==> config.mk <==
export PLATFORM = sky130hd
export DESIGN_NAME = prog_loader
export DESIGN_NICKNAME = d
export VERILOG_FILES = /design/src/rtl/chip8_pkg.sv /design/src/rtl/prog_loader.sv
export SDC_FILE = /design/constraint.sdc
export NUM_CORES = 1
export LEC_CHECK = 0
export BUFFER_PORTS_ARGS = -buffer_cell sky130_fd_sc_hd__buf_2
export CAP_MARGIN = 25
export CORE_MARGIN = 2
export CORE_UTILIZATION = 30
export CTS_BUF_LIST = sky130_fd_sc_hd__clkbuf_4 sky130_fd_sc_hd__clkbuf_8
export DETAILED_ROUTE_END_ITERATION = 10
export GPL_TIMING_DRIVEN = 1
export SLEW_MARGIN = 20
export SYNTH_ARGS = -nofsm -noshare
export SYNTH_HDL_FRONTEND = slang
export SYNTH_SLANG_ARGS = --single-unit
==> constraint.sdc <==
create_clock -name clk -period 4.4 [get_ports clk]
set_clock_uncertainty 0.1 [all_clocks]
set_input_delay 0.44 -clock clk [delete_from_list [all_inputs] [get_ports clk]]
set_output_delay 0.44 -clock clk [all_outputs]
set_load 0.02 [all_outputs]
==> src/rtl/chip8_pkg.sv <==
// Shared CHIP-8 definitions: memory geometry, default program base and loader states.
package chip8_pkg;

    localparam int          MEM_DEPTH         = 4096;
    localparam logic [11:0] DEFAULT_LOAD_BASE = 12'h200;

    typedef enum logic [2:0] {
        IDLE,
        CLEAR,
        LEN_HI,
        LEN_LO,
        LOAD,
        DONE,
        ERR
    } load_state_t;

endpackage

==> src/rtl/prog_loader.sv <==
// Program loader: optionally zero-fills the program area, then streams a
// length-prefixed byte image into program RAM while holding the CPU stalled.
module prog_loader
    import chip8_pkg::*;
#(
    parameter logic [11:0] LOAD_BASE = DEFAULT_LOAD_BASE,
    parameter bit          CLEAR_EN  = 1'b1
) (
    input  logic        clk,
    input  logic        reset,
    input  logic        start,
    input  logic        in_valid,
    input  logic [7:0]  in_data,
    output logic        in_ready,
    output logic        mem_we,
    output logic [11:0] mem_addr,
    output logic [7:0]  mem_wdata,
    output logic        cpu_hold,
    output logic        busy,
    output logic        done,
    output logic        error
);

    localparam logic [15:0] MAX_LEN = 16'(MEM_DEPTH - int'(LOAD_BASE));

    load_state_t state;
    logic [12:0] addr;
    logic [15:0] length;
    logic [15:0] count;
    logic [15:0] len_cand;
    logic        accept;

    // Status flags are pure decodes of the state register.
    assign in_ready = (state == LEN_HI) || (state == LEN_LO) || (state == LOAD);
    assign busy     = (state == CLEAR) || in_ready;
    assign cpu_hold = (state != DONE) && (state != ERR);
    assign done     = (state == DONE);
    assign error    = (state == ERR);
    assign accept   = in_valid && in_ready;
    assign len_cand = {length[15:8], in_data};

    // NOTE: all state below uses non-blocking assignments so every register
    // samples pre-edge values; blocking here would create ordering races.
    always_ff @(posedge clk or posedge reset) begin
        if (reset) begin
            state     <= IDLE;
            addr      <= '0;
            length    <= '0;
            count     <= '0;
            mem_we    <= 1'b0;
            mem_addr  <= '0;
            mem_wdata <= '0;
        end else begin
            mem_we <= 1'b0;
            case (state)
                IDLE, DONE, ERR: begin
                    if (start) begin
                        addr   <= {1'b0, LOAD_BASE};
                        length <= '0;
                        count  <= '0;
                        state  <= CLEAR_EN ? CLEAR : LEN_HI;
                    end
                end
                CLEAR: begin
                    mem_we    <= 1'b1;
                    mem_addr  <= addr[11:0];
                    mem_wdata <= 8'h00;
                    addr      <= addr + 13'd1;
                    if (addr == 13'h0FFF) state <= LEN_HI;
                end
                LEN_HI: begin
                    if (accept) begin
                        length[15:8] <= in_data;
                        state        <= LEN_LO;
                    end
                end
                LEN_LO: begin
                    if (accept) begin
                        length[7:0] <= in_data;
                        addr        <= {1'b0, LOAD_BASE};
                        count       <= '0;
                        // Reject empty images and images that would run past the top of RAM.
                        if (len_cand == 16'd0 || len_cand > MAX_LEN) state <= ERR;
                        else                                          state <= LOAD;
                    end
                end
                LOAD: begin
                    if (accept) begin
                        mem_we    <= 1'b1;
                        mem_addr  <= addr[11:0];
                        mem_wdata <= in_data;
                        addr      <= addr + 13'd1;
                        count     <= count + 16'd1;
                        if (count == length - 16'd1) state <= DONE;
                    end
                end
                default: state <= IDLE;
            endcase
        end
    end

endmodule

After elaboration in Yosys (flattened, before gate mapping)
Cells that the tools add are included.
- add/sub/neg operators: 3
- order comparisons: 1
- equality and inequality tests: 16
- multiplexer cells: 24
- reductions and logical operators: 20
- operators with widths (cell ; count):
    $pmux 13 s4 ; 1
    $mux 16 ; 3
    $pmux 16 s3 ; 1
    $pmux 8 s2 ; 3
    $mux 13 ; 3
    $pmux 12 s2 ; 1
    $mux 3 ; 6
    $add 16x1->16 const B ; 1
    $eq 16x16->1 ; 1
    $gt 16x12->1 const B ; 1
    $logic_not 16->1 ; 1
    $sub 16x1->16 const B ; 1
    $pmux 3 s5 ; 1
    $add 13x1->13 const B ; 1
    $eq 13x12->1 const B ; 1
    $mux 12 ; 1
    $eq 3x3->1 const B ; 3
    $mux 8 ; 1
    $ne 2x2->1 const B ; 4
    $reduce_and 4->1 ; 2
    $eq 3x2->1 const B ; 2
    $ne 3x3->1 const B ; 2
    $reduce_and 3->1 ; 2
    $reduce_and 6->1 ; 1
    13 further kinds ; 20
- bits in registers: 69
- bits of input ports: 12
- output and inout port bits: 26
- logic and storage cells: 72

Logic depth before layout (Yosys ltp)
Gate-level depths: netlist (run 1).
- depth after elaboration: 6
- gate-level depth with buffers: 9

Worst setup path before layout (run 1)
OpenSTA, ideal clock, no wires.
- path type: register to register
- start point: register length[0]
- end point: register state[0]
- library setup time: 82 ps
- arrival time: 2161 ps
- required time: 4218 ps
- setup slack: 2057 ps
- cell stages (with the launch flop): 10
- buffers on the path: 1
- period minus slack after synthesis: 2343 ps
- cell sequence: dfrtp_1 > inv_1 > ha_1 > or3b_1 > clkbuf_2 > or3_1 > a21oi_1 > o221ai_1 > a2111o_1 > a31oi_1
- longest elaborated chain between the ends: 4
- ends and longest elaborated chain (element ; line ; text):
    from (decl) ; prog_loader.sv:28 ; logic [15:0] length;
    from (signal assigned) ; prog_loader.sv:79 ; length[7:0] <= in_data;
    $sub 16x1->16 ; prog_loader.sv:94 ; if (count == length - 16'd1) state <= DONE;
    $eq 16x16->1 ; prog_loader.sv:94 ;
    $ne 2x1->1 (no source line) ; -- ;
    $reduce_and 6->1 (no source line) ; -- ;
    to (signal assigned) ; prog_loader.sv:61 ; state <= CLEAR_EN ? CLEAR : LEN_HI;
    to (decl) ; prog_loader.sv:26 ; load_state_t state;
Every way passes these cells.
A chain may end at the register's enable or synchronous reset.

Worst setup path in the final report (run 1)
- start point: register state[1]
- end point: register count[15]
- longest elaborated chain between the ends: 6
- ends and longest elaborated chain (element ; line ; text):
    $eq 3x2->1, on equally long branches ; prog_loader.sv:34, prog_loader.sv:55 ;
    $logic_or 1x1->1 (2 in a row) ; prog_loader.sv:34 ; assign in_ready = (state == LEN_HI) || (state == LEN_LO) || (state == LOAD);
    $logic_and 1x1->1 ; prog_loader.sv:39 ; assign accept = in_valid && in_ready;
    $ne 2x2->1 (no source line) ; -- ;
    $reduce_and 4->1 (no source line) ; -- ;
    to (signal assigned) ; prog_loader.sv:93 ; count <= count + 16'd1;
    to (decl) ; prog_loader.sv:29 ; logic [15:0] count;
Several ways; a longest one is shown, not always the timed one.

==> flow_summary.yaml, run 1 <==
floorplan:
  rows: 41
  die_width_um: 117
  dieHeight_um: 117
  design.die.area_sq_um: 13700
  io_pins: 38
  core_area_sq_um: 12500
  start_util_pct: 30.5
timing:
  grt_setup_unrepaired: "false"
  hold_ws_ns: -0.00170
  tightest_slew_ns: 0.920
  post-route-min-period_ns: 2.89
  fin_ws_ns: 1.51
  finalCritPeriodShare_pct: 65.7
  tns_ns: 0
  relSlewSlack_pct: 38.2
  hold_viol_final: 6
  finalSetupViolCount: 0
  slew_viol_final: 0
  timing.fmax_ghz: 0.346
power_and_ir_drop:
  leakage_nw: 1.94
  p_seq_share_pct: 45.6
  p_sw_share_pct: 32.2
  vdd_drop_max_uv: 263
  switching_power_w: 0.000594
  power.density_nw_per_um2: 418
  p_clk_share_pct: 30.9
  comb_power_share_pct: 23.5
  power.internal_w: 0.00125
grt:
  grt_pass1_vias: 3173
  grt_max_degree: 45
  grt_remaining_overflow: 0
  grt_first_pass_wirelength_um: 15800
  grt.total_usage_pct: 14.9
  antenna_found_initial: 0
logic_synthesis:
  netlist_top_cells_area: "dfrtp_1 45%, nand2_1 7.0%, xnor2_1 6.6%, o21ai_0 3.9%, nand3_1 3.7%"
  async_reset_ff_share_pct: 100
  ys.flop_type: "dfrtp_1"
  synth_largest_area_cell: "dfrtp_1"
  syn_area_sq_um: 3820
  ys_seq_elements: 69
  yosys.cell_types.count: 53
  synth_nets: 450
  synth_top_cell_area_share_pct: 45.2
  yosys_warnings: 0
  synth-edff-count: 0
  syn_avg_cell_area_sq_um: 8.79
  syn_inst: 435
  ys_seq_area_share_pct: 45.2
place:
  gp_congestion: 0.849
  placed_area_sq_um: 4170
  pre_cts_ws_ns: 1.56
  io_buffers: 37
  dp_cells: 627
  hpwl_um: 6640
clock_tree:
  clk_latency_ns: 0.35
  cts_root_buffer: "clkbuf_8"
  postCtsSetupBuffers: 0
  clock_path_buffers: 2
  clock-sinks: 69
  htree_levels: 3
  cts_inserted_buffers: 9
  ctsResizeCount: 0
  path_clk_slew_ns: 0.08
  cts_tree: "built"
  cts-hold-fix-buffers: 0
detailed_routing:
  vias: 3254
  drt_iter0_drc: 275
  avgViaCountPerCell: 5.05
  drtAntennaViolNets: 0
  routed_wl_um: 9250
  drc: 0
  firstDrtPassIters: 5
  post_drt_wl_per_cell_um: 14.4
finish:
  mostFrequentLayoutCell: "nand2_1"
  mostFrequentLayoutCells: "71 x nand2_1, 69 x dfrtp_1, 37 x buf_2"
  syn2layout_area_growth_pct: 15.3
  final_area_sq_um: 4410
  drive_gt1_share_pct: 13.8
  final_nets: 482
  diodes: 0
  fin_cells: 644
  nFillCells: 1314
worst_setup_path:
  critPathRequiredTime_ns: 4.57
  worst_path_max_delay_cell: "dfrtp_1"
  critical_path.top_delay_family: "simple AND/OR/NAND/NOR gates"
  rr_worst_depth: 6
  cp_cell_sequence: "inv_1 -> mux2_2 -> o21ai_1 -> nand3_1 -> or4_1 -> a21oi_1"
  cp.depth: 6
  path_buf_inv: 1
  start_kind: "flip-flop"
  critical_path_class: "reg2reg"
  crit_path_end_kind: "flip-flop"
  worst_path_largest_cell_delay_ns: 0.65
  path_max_fanout: 17
  cp.arrival_ns: 3.06
run_status:
  status: "finished with violations"
  violations: "hold timing"
flow_run:
  maxCapViolCount: 0
hold_path:
  hp-class: "in2async"
## final timing paths
| path | slack [ns] | start | endpoint |
|---|---|---|---|
| setup / recovery | 1.51 | state[1] | count[15] |
| hold / removal | -0.002 | reset | mem_addr[10] |
| setup reg to reg | 1.51 | state[1] | count[15] |
| hold reg to reg | 0.38 | mem_addr[3] | mem_addr[3] |
| max in group asynchronous | 3.30 | reset | count[15] |
| min in group clk | 0.27 | in_data[6] | length[6] |
## kinds of logic (layout without fill, tap and decap cells)
family	Yosys count	count (layout)	share of synthesized area (%)
AO/OA/AOI/OAI	69	69	11.7
XOR/XNOR	41	41	9.39
adder cells (fa/ha/maj)	5	5	1.51
buffers and inverters	45	82	4.84
flip-flops	69	69	45.2
multiplexers	5	5	1.37
AND/OR/NAND/NOR	201	201	26.0
## layer usage
layer  GRT usage [%]  routed length (um)  vias up
li1                -                   -     1581
met1            20.6                4460     1585
met2            22.7                4200       76
met3            3.19                 406       12
met4            6.04                 180        0
met5               0                   0        -
## flip-flops by register name, indices dropped and copies added (netlist names)
register   count
count         16
mem_we         1
mem_addr      12
mem_wdata      8
addr          13
state          3
length        16
## cell usage after synthesis, types with 2 or more instances
library cell and n:
inv_1 23, xor2_1 12, nor4_1 12, nor2_1 31, a32oi_1 2, o21ai_0 30
a22o_1 9, and2_1 2, clkbuf_2 2, xnor2_1 29, or4_1 5, dfrtp_1 69
o21a_1 2, and4_1 3, and3_1 4, mux2i_1 3, a31oi_1 3, o21ai_1 3
maj3_1 2, nand2b_1 2, or3_1 3, ha_1 3, clkbuf_1 14, nand2_1 71
buf_2 5, nor3b_1 2, mux2_2 2, o211ai_1 3, nor2b_1 6, a21oi_1 5
nor3_1 13, nand4_1 11, nand3_1 28, and3b_1 2
## cell type report
cell class / instances / area (sq um) / share of cell area (%)
sequential: 69 / 1730 / 39.2
timing repair buffer: 43 / 250 / 5.68
clock buffer: 11 / 139 / 3.15
inverter: 23 / 86.3 / 1.96
clock inverter: 5 / 75.1 / 1.70
tap: 172 / 215 / 4.88
multi-input combinational: 321 / 1920 / 43.5
## through the flow
stage                     utilization, %  total power (W)  hold slack (ns)
final                               35.2          0.00184         -0.00170
after global routing                35.2          0.00196           0.0312
after floorplan                        -          0.00116            0.374
after detailed placement            33.3          0.00128            0.357
after CTS                           35.0          0.00185            0.218
after global placement              33.3          0.00127            0.355
## power by group through the flow
stage / registers [W] / clock network [W] / logic (W)
final: 0.000841 / 0.000570 / 0.000434
after global routing: 0.000856 / 0.000614 / 0.000488
after CTS: 0.000839 / 0.000579 / 0.000433
after detailed placement: 0.000849 / 0 / 0.000429
after global placement: 0.000847 / 0 / 0.000425
after floorplan: 0.000857 / 0 / 0.000303
No activity file was read; power rests on OpenSTA's default activity.
==> run 2: changes to the inputs <==
- ABC_AREA: unset -> 1
- clock period: 4.4 -> 2.6 ns (I/O delays scaled with it)
==> run 2 against run 1 <==
  * Setup slack worse by 1.2 ns
  * Highest routed layer unchanged
  * Routed wire length increased by 9.7%
  * Via count increased by 11%
  * The run now ends clean
  * First-iteration DRC count decreased by 23%
==> flow_summary.yaml, run 2 <==
worst_setup_path:
  rr_worst_depth: 11
  critPathRequiredTime_ns: 2.77
  worst_path_largest_cell_delay_ns: 0.68
  path_max_fanout: 19
  worst_path_max_delay_cell: "dfrtp_1"
  crit_start: "state[2]"
  critical_path_class: "reg2reg"
  crit_path_end_kind: "flip-flop"
  critical_path.top_delay_family: "simple AND/OR/NAND/NOR gates"
  r2r_start: "state[2]"
  path_buf_inv: 3
  start_kind: "flip-flop"
  cp.arrival_ns: 2.51
  cp_cell_sequence: "inv_2 -> nand2_1 -> nand3_2 -> nand2_2 -> o211ai_4 -> nor2_8 -> inv_4 -> nor2_8 -> buf_4 -> nand3_1 -> o21ai_1"
  r2r-end: "length[0]"
  critPathMostFrequentCell: "nor2_8"
  r2r_slack_ns: 0.26
clock_tree:
  htree_levels: 3
  clock-sinks: 69
  path_clk_slew_ns: 0.07
  cts_tree: "built"
  cts_inserted_buffers: 9
  postCtsSetupBuffers: 0
  clk_latency_ns: 0.35
  clock_path_buffers: 2
  cts_root_buffer: "clkbuf_8"
finish:
  syn2layout_area_growth_pct: 14.1
  mostFrequentLayoutCells: "127 x nand2_1, 69 x dfrtp_1, 67 x inv_1"
  diodes: 0
  mostFrequentLayoutCell: "nand2_1"
  nFillCells: 1358
  drive_gt1_share_pct: 14.8
  final_nets: 592
  reg.largest.list: "count (16), length (16), addr (13)"
  final_area_sq_um: 4590
  final_core_utilization_pct: 34.8
power_and_ir_drop:
  p_sw_share_pct: 48.3
  p_seq_share_pct: 29.6
  comb_power_share_pct: 52.8
  p_clk_share_pct: 17.7
  switching_power_w: 0.00240
  vdd_drop_max_uv: 627
  power.internal_w: 0.00257
  leakage_nw: 2.28
  power.density_nw_per_um2: 1080
logic_synthesis:
  netlist_top_cells_area: "dfrtp_1 43%, nand2_1 12%, inv_1 6.3%, nor2_1 5.6%, nand3_1 5.0%"
  yosys-top-cells-count: "127 x nand2_1, 69 x dfrtp_1, 68 x inv_1"
  syn_avg_cell_area_sq_um: 7.51
  ys_seq_area_share_pct: 42.9
  ys_seq_elements: 69
  synth_nets: 551
  ys.flop_type: "dfrtp_1"
  synth_largest_area_cell: "dfrtp_1"
  yosys.cell_types.count: 39
  synth-edff-count: 0
  syn_area_sq_um: 4030
  yosysMostFrequentCell: "nand2_1"
  synth_top_cell_area_share_pct: 42.9
  yosys_warnings: 0
  async_reset_ff_share_pct: 100
  syn_inst: 536
detailed_routing:
  drtAntennaViolNets: 0
  drc: 0
  vias: 3610
  drt_iter0_drc: 212
  post_drt_wl_per_cell_um: 13.4
  routed_wl_um: 10100
  avgViaCountPerCell: 4.78
  firstDrtPassIters: 6
place:
  io_buffers: 37
  gp_congestion: 0.880
  placed_area_sq_um: 4390
  hpwl_um: 7780
floorplan:
  design.die.area_sq_um: 14400
  rows: 42
  io_pins: 38
  die_width_um: 120
  start_util_pct: 30.5
  core_area_sq_um: 13200
  dieHeight_um: 120
timing:
  relSlewSlack_pct: 55.9
  tns_ns: 0
  grt_setup_unrepaired: "false"
  timing.fmax_ghz: 0.427
  post-route-min-period_ns: 2.34
  finalSetupViolCount: 0
  slew_viol_final: 0
  hold_ws_ns: 0.0751
  hold_viol_final: 0
  tightest_slew_ns: 0.660
  finalCritPeriodShare_pct: 90.0
grt:
  grt_first_pass_wirelength_um: 17000
  antenna_found_initial: 0
  grt_pass1_vias: 3497
  grt_remaining_overflow: 0
  grt.total_usage_pct: 14.8
  grt_max_degree: 41
hold_path:
  hold_path_end: "length[15]"
  worstHoldStart: "in_data[7]"
  hp-class: "in2reg"
  hold_depth: 3
run_status:
  status: "completed"
flow_run:
  maxCapViolCount: 0
==> run 2: cell types whose count changed after synthesis, moves of 10 or more <==
cell      change
nand2_1      +56
inv_1        +45
xnor2_1      -25
nor4_1       -10
nor2_1       +29
o21ai_0      +10
a21oi_1      +11
nand3_1      +12
clkbuf_1     -12
==> run 2: through the flow <==
| step | worst slack, ns | cells | total power, W |
|---|---|---|---|
| finish | 0.259 | 756 | 0.00497 |
| global route | 0.0462 | 756 | 0.00543 |
| CTS | 0.283 | 756 | 0.00498 |
| detailed placement | 0.291 | 741 | 0.00409 |
| global placement | 0.375 | 741 | 0.00404 |
| floorplan | 0.500 | 536 | 0.00354 |
==> run 2: kinds of logic after synthesis <==
family | after synthesis | synth area share (%)
simple gates | 285 | 33.2
buf+inv | 90 | 9.39
compound gates | 71 | 9.64
fa+ha+maj | 3 | 0.933
flops | 69 | 42.9
xor+xnor | 18 | 3.92
==> run 2: cell type report <==
cell class | count | area (sq um) | share of cell area [%]
multi-input cells | 377 | 1930 | 42.0
flip-flops and latches | 69 | 1730 | 37.6
inverters | 79 | 302 | 6.56
repair buffers | 41 | 230 | 5.01
well taps | 176 | 220 | 4.79
clock buffers | 12 | 153 | 3.32
clock inverters | 2 | 35.0 | 0.763
==> run 2: power by group through the flow <==
stage | clock network, W | registers [W] | logic (W)
2_1_floorplan | 0 | 0.00146 | 0.00208
3_3_place_gp | 0 | 0.00148 | 0.00256
3_5_place_dp | 0 | 0.00149 | 0.00260
4_1_cts | 0.000902 | 0.00147 | 0.00261
5_1_grt | 0.000945 | 0.00149 | 0.00299
6_report | 0.000878 | 0.00147 | 0.00262
==> run 2: repair_timing <==
action,CTS,global route
hold buffers,1,0
setup endpoints to repair,0,1
endpoints found under the hold margin,29,0
gates resized for setup,0,1
==> run 2: tightest hold or removal path: stages <==
cell and delay [ns]:
buf_2 0.10, nand3_1 0.06, o21ai_0 0.07
==> run 2: worst max-delay path by stage <==
stage / to / cells after the start / slack, ns
final: length[0] / 11 / 0.26
after floorplan: addr[0] / 1 / 0.50
after CTS: length[0] / 11 / 0.28
after global routing: state[0] / 15 / 0.05
after detailed placement: length[0] / 11 / 0.29
after global placement: length[0] / 11 / 0.37
==> run 2: per-layer routing <==
metal	global-route usage [%]	vias to the layer above	share of wire, %
met1	19.8	1696	46
met2	23.5	91	47
li1	-	1803	-
met3	3.09	20	5.0
met4	5.59	0	2.2
met5	0	-	0
